`config.mk`:
```
export PLATFORM = sky130hd
export DESIGN_NAME = wb_stream_bridge
export DESIGN_NICKNAME = d
export VERILOG_FILES = /design/src/rtl/wb_stream_bridge.sv
export SDC_FILE = /design/constraint.sdc
export NUM_CORES = 1
export LEC_CHECK = 0
export BUFFER_PORTS_ARGS = -buffer_cell sky130_fd_sc_hd__buf_2
export CAP_MARGIN = 20
export CORE_AREA = 3 3 186 234
export DETAILED_ROUTE_END_ITERATION = 8
export DIE_AREA = 0 0 189 237
export PLACE_DENSITY = 0.69
export SYNTH_ARGS = -nofsm -noshare
export SYNTH_HDL_FRONTEND = slang
export SYNTH_SLANG_ARGS = --single-unit
```
`constraint.sdc`:
```
create_clock -name wb_clk_i -period 7.2 [get_ports wb_clk_i]
set_input_delay 1.08 -clock wb_clk_i [delete_from_list [all_inputs] [get_ports wb_clk_i]]
set_output_delay 1.08 -clock wb_clk_i [all_outputs]
set_load 0.005 [all_outputs]
```
`src/rtl/wb_stream_bridge.sv`:
```
// wb_stream_bridge: Wishbone slave bridging the management SoC and the NN
// datapath through two independent FIFOs.
//   input FIFO : WB writes to DATA_IN  -> first-word-fall-through stream (m_*)
//   output FIFO: stream from NN (s_*)  -> WB reads of DATA_OUT
// Register window (16 bytes at BASE_ADDR, adr[1:0] ignored):
//   0x0 DATA_IN  (W: push, R: 0)
//   0x4 DATA_OUT (R: pop head, W: ignored)
//   0x8 STATUS   (R: flags/counts, W with sel[0]: write-1-clear of bits 4/5)
//   0xC CTRL     (W with sel[0]: bit0 flush input, bit1 flush output; R: 0)
// Every hit is acked exactly one cycle later. An acked cycle blocks the next
// hit, so a master holding stb sees one ack every two cycles.
// Optional feature: define WB_STREAM_BRIDGE_IRQ_EN to add the registered
// irq_o output (output-FIFO level at/above IRQ_THRESH, or any sticky flag).
module wb_stream_bridge #(
  parameter logic [31:0] BASE_ADDR  = 32'h3000_0000,
  parameter int          DATA_W     = 32,
  parameter int          IN_DEPTH   = 8,
  parameter int          OUT_DEPTH  = 8,
  parameter int          IRQ_THRESH = 1
) (
  input  logic              wb_clk_i,
  input  logic              wb_rst_i,
  input  logic              wbs_stb_i,
  input  logic              wbs_cyc_i,
  input  logic              wbs_we_i,
  input  logic [3:0]        wbs_sel_i,
  input  logic [31:0]       wbs_dat_i,
  input  logic [31:0]       wbs_adr_i,
  output logic              wbs_ack_o,
  output logic [31:0]       wbs_dat_o,
  output logic [DATA_W-1:0] m_data,
  output logic              m_valid,
  input  logic              m_ready,
  input  logic [DATA_W-1:0] s_data,
  input  logic              s_valid,
`ifdef WB_STREAM_BRIDGE_IRQ_EN
  output logic              irq_o,
`endif
  output logic              s_ready
);

  localparam int IN_AW  = $clog2(IN_DEPTH);
  localparam int IN_CW  = IN_AW + 1;
  localparam int OUT_AW = $clog2(OUT_DEPTH);
  localparam int OUT_CW = OUT_AW + 1;

  localparam logic [IN_CW-1:0]  IN_FULL_CNT  = IN_CW'(IN_DEPTH);
  localparam logic [OUT_CW-1:0] OUT_FULL_CNT = OUT_CW'(OUT_DEPTH);

  localparam logic [1:0] REG_DATA_IN  = 2'd0;
  localparam logic [1:0] REG_DATA_OUT = 2'd1;
  localparam logic [1:0] REG_STATUS   = 2'd2;
  localparam logic [1:0] REG_CTRL     = 2'd3;

  // Zero-extend a stream word onto the 32-bit Wishbone data bus.
  function automatic logic [31:0] zext_data(input logic [DATA_W-1:0] d);
    logic [31:0] w;
    w = '0;
    w[DATA_W-1:0] = d;
    return w;
  endfunction

  // ---------------------------------------------------------------------
  // Wishbone decode
  // ---------------------------------------------------------------------
  logic        ack_q, ack_d;
  logic [31:0] dat_q, dat_d;
  logic        hit;
  logic        wr_hit;
  logic        rd_hit;
  logic [1:0]  reg_idx;

  assign hit     = wbs_stb_i & wbs_cyc_i &
                   (wbs_adr_i[31:4] == BASE_ADDR[31:4]) & ~ack_q;
  assign wr_hit  = hit & wbs_we_i;
  assign rd_hit  = hit & ~wbs_we_i;
  assign reg_idx = wbs_adr_i[3:2];

  assign wbs_ack_o = ack_q;
  assign wbs_dat_o = dat_q;

  // ---------------------------------------------------------------------
  // Input FIFO (WB -> NN core)
  // ---------------------------------------------------------------------
  logic [DATA_W-1:0] in_mem_q [IN_DEPTH];
  logic [IN_AW-1:0]  in_wptr_q, in_wptr_d;
  logic [IN_AW-1:0]  in_rptr_q, in_rptr_d;
  logic [IN_CW-1:0]  in_cnt_q,  in_cnt_d;
  logic              in_full;
  logic              in_empty;
  logic              in_flush;
  logic              in_push_req;
  logic              in_push;
  logic              in_pop;

  assign in_full     = (in_cnt_q == IN_FULL_CNT);
  assign in_empty    = (in_cnt_q == '0);
  assign in_flush    = wr_hit & (reg_idx == REG_CTRL) & wbs_sel_i[0] & wbs_dat_i[0];
  assign in_push_req = wr_hit & (reg_idx == REG_DATA_IN);
  // Full is judged on the current count: a same-edge stream pop never makes
  // room for the push.
  assign in_push     = in_push_req & ~in_full & ~in_flush;
  assign in_pop      = m_valid & m_ready & ~in_flush;

  // First-word fall-through: the head is presented straight from storage.
  assign m_valid = ~in_empty & ~wb_rst_i;
  assign m_data  = in_mem_q[in_rptr_q];

  // Input FIFO pointer/count next state; flush overrides push and pop.
  always_comb begin
    in_wptr_d = in_wptr_q;
    in_rptr_d = in_rptr_q;
    in_cnt_d  = in_cnt_q;
    if (in_flush) begin
      in_wptr_d = '0;
      in_rptr_d = '0;
      in_cnt_d  = '0;
    end else begin
      if (in_push) begin
        in_wptr_d = in_wptr_q + IN_AW'(1);
      end
      if (in_pop) begin
        in_rptr_d = in_rptr_q + IN_AW'(1);
      end
      case ({in_push, in_pop})
        2'b10:   in_cnt_d = in_cnt_q + IN_CW'(1);
        2'b01:   in_cnt_d = in_cnt_q - IN_CW'(1);
        default: in_cnt_d = in_cnt_q;
      endcase
    end
  end

  // ---------------------------------------------------------------------
  // Output FIFO (NN core -> WB)
  // ---------------------------------------------------------------------
  logic [DATA_W-1:0] out_mem_q [OUT_DEPTH];
  logic [OUT_AW-1:0] out_wptr_q, out_wptr_d;
  logic [OUT_AW-1:0] out_rptr_q, out_rptr_d;
  logic [OUT_CW-1:0] out_cnt_q,  out_cnt_d;
  logic              out_full;
  logic              out_empty;
  logic              out_flush;
  logic              out_pop_req;
  logic              out_push;
  logic              out_pop;

  assign out_full    = (out_cnt_q == OUT_FULL_CNT);
  assign out_empty   = (out_cnt_q == '0);
  assign out_flush   = wr_hit & (reg_idx == REG_CTRL) & wbs_sel_i[0] & wbs_dat_i[1];
  assign out_pop_req = rd_hit & (reg_idx == REG_DATA_OUT);
  assign out_pop     = out_pop_req & ~out_empty & ~out_flush;
  // s_ready follows the current count, so a same-edge WB pop on a full FIFO
  // does not admit a word in that cycle.
  assign s_ready     = ~out_full & ~wb_rst_i;
  assign out_push    = s_valid & s_ready & ~out_flush;

  // Output FIFO pointer/count next state; flush overrides push and pop.
  always_comb begin
    out_wptr_d = out_wptr_q;
    out_rptr_d = out_rptr_q;
    out_cnt_d  = out_cnt_q;
    if (out_flush) begin
      out_wptr_d = '0;
      out_rptr_d = '0;
      out_cnt_d  = '0;
    end else begin
      if (out_push) begin
        out_wptr_d = out_wptr_q + OUT_AW'(1);
      end
      if (out_pop) begin
        out_rptr_d = out_rptr_q + OUT_AW'(1);
      end
      case ({out_push, out_pop})
        2'b10:   out_cnt_d = out_cnt_q + OUT_CW'(1);
        2'b01:   out_cnt_d = out_cnt_q - OUT_CW'(1);
        default: out_cnt_d = out_cnt_q;
      endcase
    end
  end

  // ---------------------------------------------------------------------
  // Sticky flags, status word and read data
  // ---------------------------------------------------------------------
  logic        ovf_q, ovf_d;
  logic        udf_q, udf_d;
  logic        sts_clr;
  logic [31:0] status_word;
  logic [31:0] rd_word;

  assign sts_clr = wr_hit & (reg_idx == REG_STATUS) & wbs_sel_i[0];

  // Sticky flags: set by a dropped push / empty pop, cleared by write-1.
  always_comb begin
    ovf_d = ovf_q;
    udf_d = udf_q;
    if (sts_clr & wbs_dat_i[4]) begin
      ovf_d = 1'b0;
    end
    if (sts_clr & wbs_dat_i[5]) begin
      udf_d = 1'b0;
    end
    if (in_push_req & in_full & ~in_flush) begin
      ovf_d = 1'b1;
    end
    if (out_pop_req & out_empty) begin
      udf_d = 1'b1;
    end
  end

  // Status word assembly and register read mux; non-reads return zero.
  always_comb begin
    status_word              = '0;
    status_word[0]           = in_full;
    status_word[1]           = in_empty;
    status_word[2]           = out_full;
    status_word[3]           = out_empty;
    status_word[4]           = ovf_q;
    status_word[5]           = udf_q;
    status_word[8 +: IN_CW]  = in_cnt_q;
    status_word[16 +: OUT_CW] = out_cnt_q;

    rd_word = '0;
    case (reg_idx)
      REG_DATA_OUT: begin
        if (!out_empty) begin
          rd_word = zext_data(out_mem_q[out_rptr_q]);
        end
      end
      REG_STATUS: rd_word = status_word;
      default:    rd_word = '0;
    endcase

    ack_d = hit;
    dat_d = rd_hit ? rd_word : '0;
  end

  // Control state: bus handshake, FIFO pointers/counts and sticky flags.
  always_ff @(posedge wb_clk_i) begin
    if (wb_rst_i) begin
      ack_q      <= 1'b0;
      dat_q      <= '0;
      in_wptr_q  <= '0;
      in_rptr_q  <= '0;
      in_cnt_q   <= '0;
      out_wptr_q <= '0;
      out_rptr_q <= '0;
      out_cnt_q  <= '0;
      ovf_q      <= 1'b0;
      udf_q      <= 1'b0;
    end else begin
      ack_q      <= ack_d;
      dat_q      <= dat_d;
      in_wptr_q  <= in_wptr_d;
      in_rptr_q  <= in_rptr_d;
      in_cnt_q   <= in_cnt_d;
      out_wptr_q <= out_wptr_d;
      out_rptr_q <= out_rptr_d;
      out_cnt_q  <= out_cnt_d;
      ovf_q      <= ovf_d;
      udf_q      <= udf_d;
    end
  end

  // FIFO storage: data only, validity is tracked by the counts.
  always_ff @(posedge wb_clk_i) begin
    if (in_push) begin
      in_mem_q[in_wptr_q] <= wbs_dat_i[DATA_W-1:0];
    end
    if (out_push) begin
      out_mem_q[out_wptr_q] <= s_data;
    end
  end

  // ---------------------------------------------------------------------
  // Optional interrupt
  // ---------------------------------------------------------------------
`ifdef WB_STREAM_BRIDGE_IRQ_EN
  localparam logic [OUT_CW-1:0] IRQ_CNT = OUT_CW'(IRQ_THRESH);

  logic irq_q, irq_d;

  // Interrupt level: output FIFO at/above threshold or any sticky flag set.
  always_comb begin
    irq_d = (out_cnt_q >= IRQ_CNT) | ovf_q | udf_q;
  end

  // Interrupt register, re-evaluated every cycle.
  always_ff @(posedge wb_clk_i) begin
    if (wb_rst_i) begin
      irq_q <= 1'b0;
    end else begin
      irq_q <= irq_d;
    end
  end

  assign irq_o = irq_q;
`else
  logic [31:0] unused_irq_thresh;
  assign unused_irq_thresh = 32'(IRQ_THRESH);
`endif

  // Bus bits with no function in this register map.
  logic unused_wb;
  assign unused_wb = ^{wbs_sel_i[3:1], wbs_adr_i[1:0], wbs_dat_i};

endmodule

```
# After elaboration in Yosys (flattened, before gate mapping)
# Memory sizes are Yosys's and may differ from the RTL's. A register that Yosys moved wholly into a read port is not among the register bits.
# Cells that the tools add are included.
# W data, S select, Z words.
totals:
  regBits: 55
  latchBits: 0
  ram_bits: 512
  romBits: 0
  out_inout_bits: 67
  wordCells: 94
  mem_count: 2
op_classes:
  n_addsub: 8
  multipliers: 0
  div_mod_pow: 0
  n_lt_le_gt_ge: 0
  n_eq_ne: 10
  shift: 0
  mux: 16
  bitwise_logic: 38
  reduce_logical: 10
mem_list:
  columns: ["name", "words", "word_bits", "read_ports", "rd_clocked_by_memory_dff", "wr", "line_no", "text"]
  rows:
  - ["in_mem_q", 8, 32, 1, 1, 1, "85", "logic [DATA_W-1:0] in_mem_q [IN_DEPTH];"]
  - ["out_mem_q", 8, 32, 1, 1, 1, "136", "logic [DATA_W-1:0] out_mem_q [OUT_DEPTH];"]
ops:
  columns: ["op", "count"]
  rows:
  - ["$pmux W32 S2", 1]
  - ["$mux W32", 1]
  - ["$and A1 B1 Y1", 28]
  - ["$eq A28 B26 Y1 const B", 1]
  - ["$pmux W4 S2", 2]
  - ["$add A3 B1 Y3 const B", 4]
  - ["$mux W3", 4]
  - ["$not A1 Y1", 10]
  - ["$add A4 B1 Y4 const B", 2]
  - ["$eq A2 B2 Y1 const B", 4]
  - ["$eq A4 B4 Y1 const B", 2]
  - ["$logic_not A4 Y1", 2]
  - ["$mux W1", 8]
  - ["$reduce_bool A2 Y1", 4]
  - ["$sub A4 B1 Y4 const B", 2]
  - ["$eq A2 B1 Y1 const B", 3]
  - ["$reduce_or A2 Y1", 3]
  - ["$logic_not A2 Y1", 1]

# Longest topological paths before layout
# Gate-level depths: netlist (run 1).
logic_depth:
  ltp_word: 11
  depth_mapped: 12

# Least setup slack after synthesis (run 1)
# OpenSTA, ideal clock, no wires.
synth_timing:
  path_type: "input to register"
  start: "input wbs_adr_i[2]"
  end: "memory in_mem_q[2][0], enable pin"
  arrival_ns: 5.515
  required_time_ns: 6.687
  path_slack_ns: 1.172
  path_stages: 6
  cell_sequence: "ha_1 > and4_1 > clkbuf_1 > nor3_1 > nand3_2 > nor4b_1"
synth_between:
  elab_chain_len: 8
  elab_cells_between_ends: 11
  classes_between: "eq/ne (1); mux (2); bitwise (7); reduce/logical (1)"
synth_lines:
  columns: ["element", "line_no", "text"]
  rows:
  - ["start, declared", "28", "input logic [31:0] wbs_adr_i,"]
  - ["$eq A2 B2 Y1", "98", "assign in_flush = wr_hit & (reg_idx == REG_CTRL) & wbs_sel_i[0] & wbs_dat_i[0];"]
  - ["$and A1 B1 Y1 (3 in a row)", "98", null]
  - ["$not A1 Y1", "102", "assign in_push = in_push_req & ~in_full & ~in_flush;"]
  - ["$and A1 B1 Y1 (*)", "102", null]
  - ["$mux W1 (*)", "266", "if (in_push) begin"]
  - ["$mux W1 (not written as such) (*)", "267", "in_mem_q[in_wptr_q] <= wbs_dat_i[DATA_W-1:0];"]
  - ["end, declared", "85", null]
# Every way passes the cells marked *; elsewhere a longest branch is shown, timed or not.

==> impl_metrics.toml, run 1 <==
[synth]
ys_seq_elements = 573
synth_seq_area_share_pct = 76.0
synthTopCellsByArea = "edfxtp_1 70%, mux4_2 13%, dfxtp_1 5.6%, mux2_2 1.6%, mux2i_1 1.0%"
avgSynthCellArea_um2 = 21.1
synth_top_cell_area_share_pct = 70.4
synth_edf_count = 512
ys_warn_count = 0
syn_nets = 1156
synthArstFlopShare_pct = 0
synth_top_cell_by_area = "edfxtp_1"
synth_cells = 1035
synth_area_mm2 = 0.0218
synth_ff_type = "edfxtp_1"
ys_types = 59

[global_route]
grt_overflow = 0
grt_pass1_vias = 11100
grt_antenna_before_repair = 6
gr-usage-all-layers_pct = 19.0
grt_pass1_wl_mm = 64.7
grt_max_degree = 65

[place]
place.gp.congestion = 0.749
placed_cells = 1730
port_buffers = 168
hpwl_mm = 23.5

[clock_network]
cts_resized = 0
clk_path_buf_depth = 3
path_clk_slew_ns = 0.07
cts_max_level = 2
cts_setup_buffers = 0
cts_sinks = 573
cts_root_buffer = "clkbuf_16"
cts_buffers = 54
tritoncts = "done"
holdBufCountCts = 0
clk_latency_ns = 0.58

[min_path]
min-delay-path-class = "flop to flop"

[final_layout]
areaGrowthSynthToFinish_pct = 15.6
mostFrequentLayoutCells = "512 x edfxtp_1, 168 x buf_2, 128 x mux4_2"
final_common_cell = "edfxtp_1"
drive_above_1_share_pct = 37.5
fin_nets = 1349
fin_cells = 1832

[detailed_routing]
wirelength_mm = 42.0
dr.pass1.iters = 6
drtAntennaViolNets = 0
drc_errors = 0
drt-vias-per-instance = 5.72
wl_per_cell_um = 22.9
num_vias = 10500
drt_iter0_drc = 658

[floorplanning]
num_rows = 84
die_w_um = 189
dieArea_mm2 = 0.0448
die_h_um = 237
core_region_area_mm2 = 0.0417
ioPinCount = 174
start_util_pct = 52.4

[critical_path]
worstPathRequired_ns = 6.12
arrival_ns = 3.04
crit_fanout = 34
worstSetupPathType = "flop to output pin"
cp-start-kind = "flop"
crit_path_end_kind = "output pin"

[power_and_ir_drop]
p_leak_nw = 8.07
ir_drop_mv = 0.290
power.density_mw_per_mm2 = 261

[timing]
setup_tns_ns = 0
fin_crit_sh_pct = 57.3
setup_violations = 0
slew_viol_final = 0
period_minus_slack_ns = 4.12
hold_viol_final = 0
clock-skew-final_ns = 0.0250
max_freq_ghz = 0.243
max_slew_margin_pct = 37.0
rsz0062_at_grt = "no"
tightest_slew_ns = 0.945

[run_status]
status = "finished, final reports clean"

[run]
maxCapViolations = 0
==> report_power, final <==
group          switching [mW]  leakage, nW  total [mW]  internal, mW
combinational          0.0738         2.08       0.116        0.0417
clock                    1.14        0.883        2.85          1.71
sequential            0.00624         5.11        3.64          3.63
total                    1.22         8.07        6.60          5.38
==> critical path, cell delays in order (launching register included) <==
cell and delay, ns:
dfxtp_4 0.77, buf_4 0.65, mux4_2 0.59, mux2_2 0.29, buf_2 0.13
==> metrics by stage <==
| stage | utilization, % | hold WS (ns) | instance area (um2) | worst slack (ns) | total power [mW] |
|---|---|---|---|---|---|
| global route | 60.5 | 0.558 | 25300 | 2.79 | 6.82 |
| finish | 60.6 | 0.517 | 25300 | 3.08 | 6.60 |
| global placement | 56.1 | 0.499 | 23400 | 2.69 | 3.82 |
| floorplan | - | 0.470 | 21800 | 1.17 | 3.75 |
| detailed placement | 56.1 | 0.506 | 23400 | 2.63 | 3.83 |
| CTS | 60.5 | 0.522 | 25200 | 2.94 | 6.68 |
==> area by class of cell <==
class                      count  area, um2
sequential                   573      16600
fill                        2978      16500
multi-input combinational    399       5070
clock buffer                  79       1590
timing repair buffer         194       1040
tap                          559        699
clock inverter                17        230
inverter                       6       22.5
antenna                        5       12.5
==> flip-flops by register name, indices dropped and copies added (netlist names), named ones only <==
| signal | cells |
|---|---|
| out_wptr_q | 3 |
| out_rptr_q | 3 |
| ovf_q | 1 |
| in_rptr_q | 3 |
| in_mem_q | 256 |
| in_wptr_q | 3 |
| wbs_ack_o | 1 |
| out_mem_q | 256 |
| wbs_dat_o | 32 |
| out_cnt_q | 4 |
| udf_q | 1 |
| in_cnt_q | 4 |
==> cell usage after synthesis (5+ instances only) <==
cell	instances
nand2_1	14
edfxtp_1	512
a21oi_1	17
a222oi_1	9
mux2_2	32
xor2_1	7
mux2i_1	22
nand4_1	8
nor4b_1	6
o21ai_0	5
nor4_1	13
inv_1	6
ha_1	14
nor3_1	8
nand3_1	6
buf_2	19
mux4_2	128
dfxtp_1	61
buf_1	5
nor2_1	35
nor2_2	6
clkbuf_1	31
==> cells by family after synthesis <==
kind of cell	Yosys count	synth area share, %
adder cells (fa/ha/maj)	14	0.802
buffers and inverters	63	1.30
multiplexers	182	15.9
AO/OA/AOI/OAI	62	2.05
AND/OR/NAND/NOR	131	3.64
XOR/XNOR	10	0.401
flip-flops	573	76.0
==> routing by layer <==
metal | track usage [%] | up-vias | share of wire, % | wire length (um)
li1 | - | 4702 | - | -
met1 | 24.5 | 5453 | 40 | 16800
met2 | 32.9 | 250 | 52 | 22000
met3 | 4.09 | 67 | 5.2 | 2200
met4 | 5.35 | 6 | 2.2 | 927
met5 | 0 | - | 0.081 | 34
==> final timing paths <==
path	slack (ns)	depth (start not counted)	endpoint	from
setup / recovery	3.08	4	m_data[17]	flop
hold / removal	0.52	2	ovf_q	ovf_q
setup reg to reg	3.75	11	out_cnt_q[2]	wbs_ack_o
hold reg to reg	0.52	2	ovf_q	ovf_q
(Power assumes the default switching activity.)
==> inputs of run 2 (changes only) <==
--- a/config.mk
+++ b/config.mk
@@ -5,11 +5,12 @@
 export SDC_FILE = /design/constraint.sdc
 export NUM_CORES = 1
 export LEC_CHECK = 0
+export ABC_AREA = 1
 export BUFFER_PORTS_ARGS = -buffer_cell sky130_fd_sc_hd__buf_2
 export CAP_MARGIN = 20
-export CORE_AREA = 3 3 186 234
+export CORE_AREA = 3 3 188 236
 export DETAILED_ROUTE_END_ITERATION = 8
-export DIE_AREA = 0 0 189 237
+export DIE_AREA = 0 0 191 239
 export PLACE_DENSITY = 0.69
 export SYNTH_ARGS = -nofsm -noshare
 export SYNTH_HDL_FRONTEND = slang
==> constraint.sdc (replaced) <==
create_clock -name wb_clk_i -period 4 [get_ports wb_clk_i]
set_input_delay 0.6 -clock wb_clk_i [delete_from_list [all_inputs] [get_ports wb_clk_i]]
set_output_delay 0.6 -clock wb_clk_i [all_outputs]
set_load 0.005 [all_outputs]
==> run 2 against run 1 <==
  * Global-route usage up 1.8 points
  * Synthesized cell count grew 63%
  * Cell area increased by 1.6%
  * Sequential share of layout area fell by 1.0 points
  * Sequential power increased by 80%
  * Power is 78% higher
  * Critical path depth increased by 3
  * Routed wire length is 15% higher
  * Critical endpoint is now m_data[8]
  * Largest cell class unchanged
==> impl_metrics.toml, run 2 <==
[run_status]
status = "finished, final reports clean"

[synth]
synth_ff_type = "edfxtp_1"
synth.top_cells.by_count = "512 x edfxtp_1, 406 x nor2_1, 215 x o21ai_0"
synth_top_cell_area_share_pct = 68.8
synth_cells = 1689
ys_seq_elements = 573
synthArstFlopShare_pct = 0
synth_seq_area_share_pct = 74.3
synth_top_cell_by_area = "edfxtp_1"
synthTopCellsByArea = "edfxtp_1 69%, nor2_1 6.8%, dfxtp_1 5.5%, o21ai_0 4.8%, mux2i_1 1.8%"
avgSynthCellArea_um2 = 13.2
synth_edf_count = 512
ys_types = 45
ys_warn_count = 0
syn_nets = 1810
synth_area_mm2 = 0.0223
yosysMostFrequentCell = "edfxtp_1"

[clock_network]
cts_root_buffer = "clkbuf_16"
cts_max_level = 2
cts_setup_buffers = 0
cts_sinks = 573
cts_buffers = 52
tritoncts = "done"
clk_path_buf_depth = 3
clk_latency_ns = 0.57
holdBufCountCts = 0
path_clk_slew_ns = 0.07
cts_resized = 0

[timing]
slew_viol_final = 0
clock-skew-final_ns = 0.0226
tightest_slew_ns = 0.860
setup_violations = 0
rsz0062_at_grt = "no"
max_freq_ghz = 0.312
period_minus_slack_ns = 3.20
hold_viol_final = 0
max_slew_margin_pct = 42.7
fin_crit_sh_pct = 80.0

[min_path]
min-delay-path-class = "input pin to flop"
worstHoldEndpoint = "out_mem_q[3][20]"
hp-start = "s_data[20]"
hold-path-cell-count = 1

[final_layout]
drive_above_1_share_pct = 17.5
mostFrequentLayoutCells = "512 x edfxtp_1, 398 x nor2_1, 215 x o21ai_0"
areaGrowthSynthToFinish_pct = 14.9
final_common_cell = "edfxtp_1"
stdcell_area_mm2 = 0.0257
fillCellCount = 3222
fin_nets = 1972
multi_input_area_mm2 = 0.00528
seqCellArea_mm2 = 0.0166
fin_cells = 2454

[global_route]
grt_overflow = 0
gr-usage-all-layers_pct = 20.8
grt_pass1_vias = 13600
grt_max_degree = 129
grt_pass1_wl_mm = 74.2
grt_antenna_before_repair = 6

[place]
dpl_cell_area_mm2 = 0.0239
port_buffers = 168
place.gp.congestion = 0.809
hpwl_mm = 27.1
placed_cells = 2355

[critical_path]
r2r_cells = 17
r2r_setup_slack_ns = 1.39
slowest_delay_ns = 0.42
worstReg2RegStart = "wbs_ack_o"
worstSetupPathType = "flop to output pin"
arrival_ns = 2.60
worstPathRequired_ns = 3.40
r2r-end = "in_cnt_q[2]"
crit_slowest_cell = "buf_4"
crit_chain = "inv_2 > buf_4 > o21ai_0 > o22ai_1 > nor2_1 > a31oi_1 > buf_2"
crit_fanout = 36
crit_path_end_kind = "output pin"
cp-start-kind = "flop"

[detailed_routing]
drtAntennaViolNets = 0
num_vias = 13800
drc_errors = 0
dr.pass1.iters = 5
wl_per_cell_um = 19.8
wirelength_mm = 48.5
drt-vias-per-instance = 5.63
drt_iter0_drc = 1057

[power_and_ir_drop]
power.density_mw_per_mm2 = 458
ir_drop_mv = 0.438
p_leak_nw = 8.73

[floorplanning]
die_w_um = 191
ioPinCount = 174
die_h_um = 239
dieArea_mm2 = 0.0456
start_util_pct = 53.0
core_region_area_mm2 = 0.0421
num_rows = 84

[run]
maxCapViolations = 0
-- run 2: changes by cell type after synthesis, moves of 24 or more --
cell      before  now
o211ai_1       2   29
o21ai_0        5  215
o221ai_1       0   35
clkbuf_1      31   59
mux2_2        32    0
a31oi_1        2   32
nand3_1        6   30
nand2_1       14   62
inv_1          6   32
nor2_1        35  406
mux4_2       128    0
o22ai_1        0   37
-- run 2: critical path: cells and delay by family (launching register included) --
kind / cells / cell delay [ns]
buffers and inverters: 3 / 1.00
AO/OA/AOI/OAI: 3 / 0.60
AND/OR/NAND/NOR: 1 / 0.05
flip-flops: 1 / 0.38
-- run 2: worst max-delay path by stage --
stage,slack [ns],start,cells past startpoint,end
6_report,0.80,flop,7,m_data[8]
4_1_cts,0.75,flop,7,m_data[8]
5_1_grt,0.68,flop,7,m_data[8]
3_5_place_dp,0.99,wbs_adr_i[25],18,in_cnt_q[2]
3_3_place_gp,1.07,wbs_adr_i[23],18,in_cnt_q[2]
2_1_floorplan,-0.17,wbs_adr_i[31],9,in_mem_q[2][0]
-- run 2: cell families after synthesis --
| logic type | share of synthesized area [%] |
|---|---|
| adder cells (fa/ha/maj) | 0.784 |
| AO/OA/AOI/OAI | 10.4 |
| AND/OR/NAND/NOR | 9.77 |
| flip-flops | 74.3 |
| multiplexers | 1.79 |
| XOR/XNOR | 0.431 |
| buffers and inverters | 2.56 |
-- run 2: power breakdown --
group / leakage [nW] / switching [mW] / internal (mW)
logic: 2.78 / 0.143 / 0.0637
registers: 5.11 / 0.00846 / 6.53
clock network: 0.844 / 2.04 / 2.97
total: 8.73 / 2.19 / 9.56
-- run 2: cell type report --
cell class                      count  area share (%)
Sequential cell                   573            64.7
Timing Repair Buffer              204            4.60
Clock inverter                     22            1.18
Antenna cell                        4          0.0390
Tap cell                          559            2.72
Inverter                           40           0.595
Multi-Input combinational cell    980            20.6
Clock buffer                       72            5.61
-- run 2: per-layer routing --
metal  vias up  global-route usage (%)  part of all wire (%)
li1       6523                       -                     -
met1      6822                    25.2                    39
met2       379                    37.6                    52
met3        96                    3.53                   5.5
met4         6                    7.34                   2.8
met5         -                       0                 0.064
-- run 2: through the flow --
stage / utilization, % / power, mW / hold WS (ns) / setup slack [ns] / setup TNS [ns]
floorplan: - / 6.74 / 0.433 / -0.172 / -43.56
global placement: 56.7 / 6.86 / 0.464 / 1.07 / 0
detailed placement: 56.7 / 6.88 / 0.464 / 0.988 / 0
CTS: 60.8 / 11.9 / 0.244 / 0.752 / 0
global route: 60.9 / 12.1 / 0.269 / 0.677 / 0
finish: 60.9 / 11.8 / 0.288 / 0.799 / 0
